**src/rtl/k12a_mem_arbiter_pkg.sv**
```systemverilog
// k12a_mem_arbiter_pkg: shared types for the K12A memory port arbiter.
// Memory modes, arbiter states and bus owners.
package k12a_mem_arbiter_pkg;

  typedef enum logic {
    MEM_MODE_READ  = 1'b0,
    MEM_MODE_WRITE = 1'b1
  } mem_mode_t;

  typedef enum logic [1:0] {
    ARB_IDLE = 2'd0,
    ARB_CPU  = 2'd1,
    ARB_DMA  = 2'd2
  } arb_state_t;

  typedef enum logic {
    ARB_OWNER_CPU = 1'b0,
    ARB_OWNER_DMA = 1'b1
  } arb_owner_t;

endpackage

```
**src/rtl/k12a_mem_arbiter_if.sv**
```systemverilog
// k12a_mem_arbiter_if: CPU, DMA and memory signals around the arbiter.
// dma_lock exists only when K12A_DMA_LOCK_EN is defined.
interface k12a_mem_arbiter_if;
  import k12a_mem_arbiter_pkg::*;

  logic       cpu_req;
  mem_mode_t  cpu_mode;
  logic [15:0] cpu_addr;
  logic [7:0] cpu_wdata;
  logic [7:0] cpu_rdata;
  logic       cpu_stall;
  logic       cpu_ack;

  logic       dma_req;
  mem_mode_t  dma_mode;
  logic [15:0] dma_addr;
  logic [7:0] dma_wdata;
  logic [7:0] dma_rdata;
  logic       dma_ack;
`ifdef K12A_DMA_LOCK_EN
  logic       dma_lock;
`endif

  logic       mem_enable;
  mem_mode_t  mem_mode;
  logic [15:0] mem_addr;
  logic [7:0] mem_wdata;
  logic [7:0] mem_rdata;

  modport slave (
    input  cpu_req, cpu_mode, cpu_addr, cpu_wdata,
    input  dma_req, dma_mode, dma_addr, dma_wdata,
    input  mem_rdata,
`ifdef K12A_DMA_LOCK_EN
    input  dma_lock,
`endif
    output cpu_rdata, cpu_stall, cpu_ack,
    output dma_rdata, dma_ack,
    output mem_enable, mem_mode, mem_addr, mem_wdata
  );

  modport master (
    output cpu_req, cpu_mode, cpu_addr, cpu_wdata,
    output dma_req, dma_mode, dma_addr, dma_wdata,
    output mem_rdata,
`ifdef K12A_DMA_LOCK_EN
    output dma_lock,
`endif
    input  cpu_rdata, cpu_stall, cpu_ack,
    input  dma_rdata, dma_ack,
    input  mem_enable, mem_mode, mem_addr, mem_wdata
  );

endinterface

```
**src/rtl/k12a_wait_counter.sv**
```systemverilog
// k12a_wait_counter: 4-bit loadable down-counter for memory wait states.
// done flags the last cycle of an access (count == 1).
module k12a_wait_counter (
  input  logic       clock,
  input  logic       reset_n,
  input  logic       load,
  input  logic [3:0] value,
  output logic       done
);

  logic [3:0] cnt_q;

  always_ff @(posedge clock) begin
    if (!reset_n) begin
      cnt_q <= '0;
    end else if (load) begin
      cnt_q <= value;
    end else if (cnt_q != 4'd0) begin
      cnt_q <= cnt_q - 4'd1;
    end
  end

  assign done = (cnt_q == 4'd1);

endmodule

```
**src/rtl/k12a_mem_arbiter.sv**
```systemverilog
// k12a_mem_arbiter: shares one memory port between CPU and DMA with wait states.
// K12A_DMA_LOCK_EN adds dma_lock, letting DMA keep the bus across accesses.
module k12a_mem_arbiter
  import k12a_mem_arbiter_pkg::*;
#(
  parameter int unsigned WAIT_STATES    = 1,
  parameter int unsigned MAX_CPU_STREAK = 4
) (
  input  logic clock,
  input  logic reset_n,
  k12a_mem_arbiter_if.slave bus
);

  localparam logic [3:0] WS  = 4'(WAIT_STATES);
  localparam logic [3:0] MAX = 4'(MAX_CPU_STREAK);

  arb_state_t state_q, state_d;
  arb_owner_t owner_q, owner_d, sel;
  logic [3:0] streak_q, streak_d;
  logic       en, load, done, lock;
  logic       cpu_win, dma_win;
  logic       cpu_ack, dma_ack;

`ifdef K12A_DMA_LOCK_EN
  assign lock = (owner_q == ARB_OWNER_DMA) & bus.dma_lock;
`else
  assign lock = 1'b0;
`endif

  k12a_wait_counter u_wait (
    .clock   (clock),
    .reset_n (reset_n),
    .load    (load),
    .value   (WS),
    .done    (done)
  );

  always_ff @(posedge clock) begin
    if (!reset_n) begin
      state_q  <= ARB_IDLE;
      owner_q  <= ARB_OWNER_CPU;
      streak_q <= '0;
    end else begin
      state_q  <= state_d;
      owner_q  <= owner_d;
      streak_q <= streak_d;
    end
  end

  always_comb begin
    state_d  = state_q;
    owner_d  = owner_q;
    streak_d = streak_q;
    sel      = owner_q;
    en       = 1'b0;
    load     = 1'b0;
    cpu_ack  = 1'b0;
    dma_ack  = 1'b0;
    cpu_win  = 1'b0;
    dma_win  = 1'b0;
    unique case (state_q)
      ARB_IDLE: begin
        dma_win = reset_n & bus.dma_req &
                  (lock | ~bus.cpu_req | (streak_q == MAX));
        cpu_win = reset_n & bus.cpu_req & ~dma_win & ~lock;
        if (dma_win | cpu_win) begin
          sel     = dma_win ? ARB_OWNER_DMA : ARB_OWNER_CPU;
          owner_d = sel;
          en      = 1'b1;
          if (WS == 4'd0) begin
            cpu_ack = cpu_win;
            dma_ack = dma_win;
          end else begin
            load    = 1'b1;
            state_d = dma_win ? ARB_DMA : ARB_CPU;
          end
        end
      end
      ARB_CPU: begin
        sel = ARB_OWNER_CPU;
        en  = 1'b1;
        if (done) begin
          cpu_ack = reset_n;
          state_d = ARB_IDLE;
        end
      end
      ARB_DMA: begin
        sel = ARB_OWNER_DMA;
        en  = 1'b1;
        if (done) begin
          dma_ack = reset_n;
          state_d = ARB_IDLE;
        end
      end
      default: state_d = ARB_IDLE;
    endcase
    // Streak only counts CPU wins taken while DMA is kept waiting.
    if (~bus.dma_req | dma_win | lock) begin
      streak_d = '0;
    end else if (cpu_win & (streak_q != MAX)) begin
      streak_d = streak_q + 4'd1;
    end
  end

  always_comb begin
    bus.mem_mode  = MEM_MODE_READ;
    bus.mem_addr  = '0;
    bus.mem_wdata = '0;
    if (en) begin
      if (sel == ARB_OWNER_DMA) begin
        bus.mem_mode  = bus.dma_mode;
        bus.mem_addr  = bus.dma_addr;
        bus.mem_wdata = bus.dma_wdata;
      end else begin
        bus.mem_mode  = bus.cpu_mode;
        bus.mem_addr  = bus.cpu_addr;
        bus.mem_wdata = bus.cpu_wdata;
      end
    end
  end

  assign bus.mem_enable = en;
  assign bus.cpu_ack    = cpu_ack;
  assign bus.dma_ack    = dma_ack;
  assign bus.cpu_stall  = bus.cpu_req & ~cpu_ack;
  assign bus.cpu_rdata  = (en & (sel == ARB_OWNER_CPU)) ? bus.mem_rdata : 8'h00;
  assign bus.dma_rdata  = dma_ack ? bus.mem_rdata : 8'h00;

endmodule

```
**src/flat_wrapper.sv**
```systemverilog
// flat-port wrapper written by rule: the top's interface ports become plain ports
module k12a_mem_arbiter_flat import k12a_mem_arbiter_pkg::*;
#(
  parameter int unsigned WAIT_STATES    = 1,
  parameter int unsigned MAX_CPU_STREAK = 4
)
  (clock, reset_n, bus_cpu_req, bus_cpu_mode, bus_cpu_addr, bus_cpu_wdata, bus_dma_req, bus_dma_mode, bus_dma_addr, bus_dma_wdata, bus_mem_rdata, bus_cpu_rdata, bus_cpu_stall, bus_cpu_ack, bus_dma_rdata, bus_dma_ack, bus_mem_enable, bus_mem_mode, bus_mem_addr, bus_mem_wdata);
  k12a_mem_arbiter_if bus_i ();
  input  logic clock;
  input  logic reset_n;
  input wire logic [$bits(bus_i.cpu_req)-1:0] bus_cpu_req;
  input wire logic [$bits(bus_i.cpu_mode)-1:0] bus_cpu_mode;
  input wire logic [$bits(bus_i.cpu_addr)-1:0] bus_cpu_addr;
  input wire logic [$bits(bus_i.cpu_wdata)-1:0] bus_cpu_wdata;
  input wire logic [$bits(bus_i.dma_req)-1:0] bus_dma_req;
  input wire logic [$bits(bus_i.dma_mode)-1:0] bus_dma_mode;
  input wire logic [$bits(bus_i.dma_addr)-1:0] bus_dma_addr;
  input wire logic [$bits(bus_i.dma_wdata)-1:0] bus_dma_wdata;
  input wire logic [$bits(bus_i.mem_rdata)-1:0] bus_mem_rdata;
  output wire logic [$bits(bus_i.cpu_rdata)-1:0] bus_cpu_rdata;
  output wire logic [$bits(bus_i.cpu_stall)-1:0] bus_cpu_stall;
  output wire logic [$bits(bus_i.cpu_ack)-1:0] bus_cpu_ack;
  output wire logic [$bits(bus_i.dma_rdata)-1:0] bus_dma_rdata;
  output wire logic [$bits(bus_i.dma_ack)-1:0] bus_dma_ack;
  output wire logic [$bits(bus_i.mem_enable)-1:0] bus_mem_enable;
  output wire logic [$bits(bus_i.mem_mode)-1:0] bus_mem_mode;
  output wire logic [$bits(bus_i.mem_addr)-1:0] bus_mem_addr;
  output wire logic [$bits(bus_i.mem_wdata)-1:0] bus_mem_wdata;
  assign bus_i.cpu_req = bus_cpu_req;
  assign bus_i.cpu_mode = bus_cpu_mode;
  assign bus_i.cpu_addr = bus_cpu_addr;
  assign bus_i.cpu_wdata = bus_cpu_wdata;
  assign bus_i.dma_req = bus_dma_req;
  assign bus_i.dma_mode = bus_dma_mode;
  assign bus_i.dma_addr = bus_dma_addr;
  assign bus_i.dma_wdata = bus_dma_wdata;
  assign bus_i.mem_rdata = bus_mem_rdata;
  assign bus_cpu_rdata = bus_i.cpu_rdata;
  assign bus_cpu_stall = bus_i.cpu_stall;
  assign bus_cpu_ack = bus_i.cpu_ack;
  assign bus_dma_rdata = bus_i.dma_rdata;
  assign bus_dma_ack = bus_i.dma_ack;
  assign bus_mem_enable = bus_i.mem_enable;
  assign bus_mem_mode = bus_i.mem_mode;
  assign bus_mem_addr = bus_i.mem_addr;
  assign bus_mem_wdata = bus_i.mem_wdata;
  k12a_mem_arbiter #(.WAIT_STATES(WAIT_STATES), .MAX_CPU_STREAK(MAX_CPU_STREAK)) u_core (.clock(clock), .reset_n(reset_n), .bus(bus_i));
endmodule
```
**config.mk**
```make
export PLATFORM = sky130hd
export DESIGN_NAME = k12a_mem_arbiter_flat
export DESIGN_NICKNAME = d
export VERILOG_FILES = /design/src/rtl/k12a_mem_arbiter_pkg.sv /design/src/rtl/k12a_mem_arbiter_if.sv /design/src/rtl/k12a_wait_counter.sv /design/src/rtl/k12a_mem_arbiter.sv /design/src/flat_wrapper.sv
export SDC_FILE = /design/constraint.sdc
export NUM_CORES = 1
export LEC_CHECK = 0
export CORE_MARGIN = 3
export CORE_UTILIZATION = 36
export CTS_BUF_LIST = sky130_fd_sc_hd__clkbuf_4 sky130_fd_sc_hd__clkbuf_8 sky130_fd_sc_hd__clkbuf_16
export CTS_CLUSTER_DIAMETER = 60
export DETAILED_ROUTE_END_ITERATION = 16
export PLACE_DENSITY = 0.92
export SKIP_LAST_GASP = 1
export SLEW_MARGIN = 20
export SYNTH_ARGS = -nofsm -noshare
export SYNTH_HDL_FRONTEND = slang
export SYNTH_HIERARCHICAL = 1
export SYNTH_SLANG_ARGS = --single-unit
```
**constraint.sdc**
```tcl
create_clock -name clock -period 4.51 [get_ports clock]
set_input_delay 0.6765 -clock clock [delete_from_list [all_inputs] [get_ports clock]]
set_output_delay 0.6765 -clock clock [all_outputs]
set_load 0.01 [all_outputs]
```
==> impl_metrics.yaml <==
synth:
  yosys-top-cells-area: "dfxtp_1, nand4_1, ha_1"
  synth-seq-cells: 11
  synth_edf_count: 0
  yosys_warnings: 6
  synth_ff_type: "dfxtp_1"
  syn-cell-area_um2: 1320
  synth-seq-area-share: 0.167
  synth_async_sr_flop_share: 0
  avgSynthCellArea_um2: 6.89
  synth_top_cell_by_area: "dfxtp_1"
  synth_top_area_frac: 0.167
  synth_cells: 192
  synth.distinct_cells: 37
setup_path:
  worst_path_most_repeated_cell: "clkdlybuf4s50_1"
  worstPathRequired_ns: 3.83
  path_cells: "clkdlybuf4s50_1, o21ai_1, a31oi_4, and2_4, and3_1, clkdlybuf4s50_1"
  crit_path_top_delay_cell: "clkdlybuf4s50_1"
  critPathLaunchType: "input pin"
  slowest_delay_ns: 0.77
  arrival_ns: 3.25
  endpoint_kind: "primary output"
  path_delay_family: "buffers and inverters"
  critPathKind: "in -> out"
  cp_max_fo: 33
  cp_num_buf_inv: 2
place:
  port_buffers: 106
  pre_cts_ws_ns: 0.601
  gp_congestion: 0.834
  postPlaceCellArea_um2: 2380
  dpl.hpwl_um: 3920
pwr:
  p_comb_frac: 0.601
  p_switching_uw: 220
  total_power_uw: 598
  p_int_uw: 378
  ir_worst_vdd_mv: 0.242
  swShare: 0.367
  power_frac_seq: 0.217
  p_clk_frac: 0.182
  powerDensity_nw_per_um2: 247
  leakage_nw: 0.931
routing:
  route.detailed.drc: 0
  drtIter0Drc: 120
  vias: 1758
  wirelength_um: 5040
  dr.pass1.iters: 4
  drt-vias-per-instance: 5.23
  detail-route-antenna-nets: 0
  post_drt_wl_per_cell_um: 15.0
timing:
  setup_viol: 0
  finClkSkew_ns: 0.000524
  slew_headroom: 0.598
  period_needed_ns: 3.93
  period_share: 0.871
  fin_tns_setup_ns: 0
  drv_slew: 0
  rsz0062_at_grt: "no"
  worst_slack_ns: 0.581
  hold_viol: 0
  fmax_ghz: 0.255
  worst_pin_slew_ns: 0.601
global_route:
  grt_overflow: 0
  grt_max_degree: 60
  grt_pass1_vias: 1494
  grt_pass1_wl_um: 7410
  antenna_found_initial: 0
  grtUsageTotal: 0.217
clocking:
  postCtsSetupBuffers: 0
  hold_buffers: 0
  clock-sinks: 11
  clock_path_buffers: 2
  worstSkewPairLatency_ns: 0.25
  cts_resized: 0
  tritoncts.num_buffers: 3
  cts-root-buf: "clkbuf_8"
  path_clk_slew_ns: 0.05
  cts_tree: "done"
  h-tree-depth: 1
status:
  status: "complete, no violations"
layout:
  fin_util: 0.704
  final_common_cell: "clkdlybuf4s50_1"
  finalInstanceArea_um2: 2420
  area_delta_synth_final_pct: 83.3
  drive_gt1_frac: 0.0483
  nFillCells: 294
  n_antenna_cell: 0
  final_cell_mix: "clkdlybuf4s50_1, nand2_1, nand4_1"
  nets: 362
floorplan:
  rows: 21
  initial_core_util: 0.384
  coreArea_um2: 3440
  die_w_um: 66.6
  die_area_um2: 4440
  io_pins: 107
  die_h_um: 66.6
worst_hold_path:
  hold_class: "reg -> reg"
job:
  maxCapViolCount: 0
-- cell families after synthesis --
group                      after synthesis  synth area share
muxes                                    2            0.0161
AOI/OAI and AO/OA                       42             0.204
DFF                                     11             0.167
adders and majority gates                9            0.0851
xor gates and xnor gates                 5            0.0331
other                                    2           0.00568
buffers and inverters                   26             0.103
and+or+nand+nor                         95             0.386
-- final timing paths --
kind                                          from                  to  slack [ns]  cells past startpoint
worst max-delay path                       reset_n    bus_cpu_rdata[0]        0.58                      6
worst min-delay path                u_core/owner_q      u_core/owner_q        0.51                      2
worst max register to register  u_core/streak_q[0]  u_core/streak_q[1]        2.61                      7
worst min register to register      u_core/owner_q      u_core/owner_q        0.51                      2
-- layout make-up --
cell class	count	area [µm²]	share of cell area
Tap cell	46	57.6	0.0237
Sequential cell	11	220	0.0908
Inverter	9	33.8	0.0139
Timing Repair Buffer	109	1080	0.447
Multi-Input combinational cell	157	981	0.405
Clock buffer	4	48.8	0.0201
-- worst min-delay path: cells and delay by family, from the launching register on --
family | cells | cell delay [ns]
flip-flops | 1 | 0.33
AO/OA/AOI/OAI | 1 | 0.07
AND/OR/NAND/NOR | 1 | 0.06
-- power by group through the flow --
stage | logic [mW] | registers [mW] | clock network [mW]
final | 0.359 | 0.130 | 0.109
after global routing | 0.393 | 0.131 | 0.115
after detailed placement | 0.358 | 0.131 | 0
after floorplan | 0.203 | 0.127 | 0
after global placement | 0.350 | 0.129 | 0
after CTS | 0.360 | 0.129 | 0.113
-- metal layers --
| layer | up-vias | track usage | part of all wire |
|---|---|---|---|
| met5 | - | 0 | 0 |
| li1 | 875 | - | - |
| met3 | 5 | 0.0354 | 0.082 |
| met2 | 75 | 0.387 | 0.50 |
| met1 | 803 | 0.261 | 0.40 |
| met4 | 0 | 0.0685 | 0.010 |
-- Yosys cell counts, types with 2 or more instances --
| master | n |
|---|---|
| buf_2 | 10 |
| conb_1 | 2 |
| and2_1 | 10 |
| o21ai_0 | 10 |
| inv_1 | 9 |
| dfxtp_1 | 11 |
| nand2_1 | 29 |
| xnor2_1 | 5 |
| nor3b_1 | 4 |
| nand4_1 | 25 |
| nor2_1 | 6 |
| ha_1 | 9 |
| and3_1 | 10 |
| nand3_1 | 5 |
| o21ai_1 | 19 |
| a21oi_1 | 2 |
| o31ai_1 | 2 |
| buf_4 | 5 |
-- per-stage QoR --
step / hold WS, ns / instances
final: 0.515 / 336
after CTS: 0.524 / 336
after detailed placement: 0.506 / 332
after global placement: 0.494 / 332
after global routing: 0.559 / 336
after floorplan: 0.477 / 194
-- registers in the layout (all words and copies together) (netlist names) --
signal and cells:
u_core/streak_q 4, u_core/u_wait/cnt_q 4, u_core/state_q 2, u_core/owner_q 1
No activity file was read; power rests on OpenSTA's default activity.
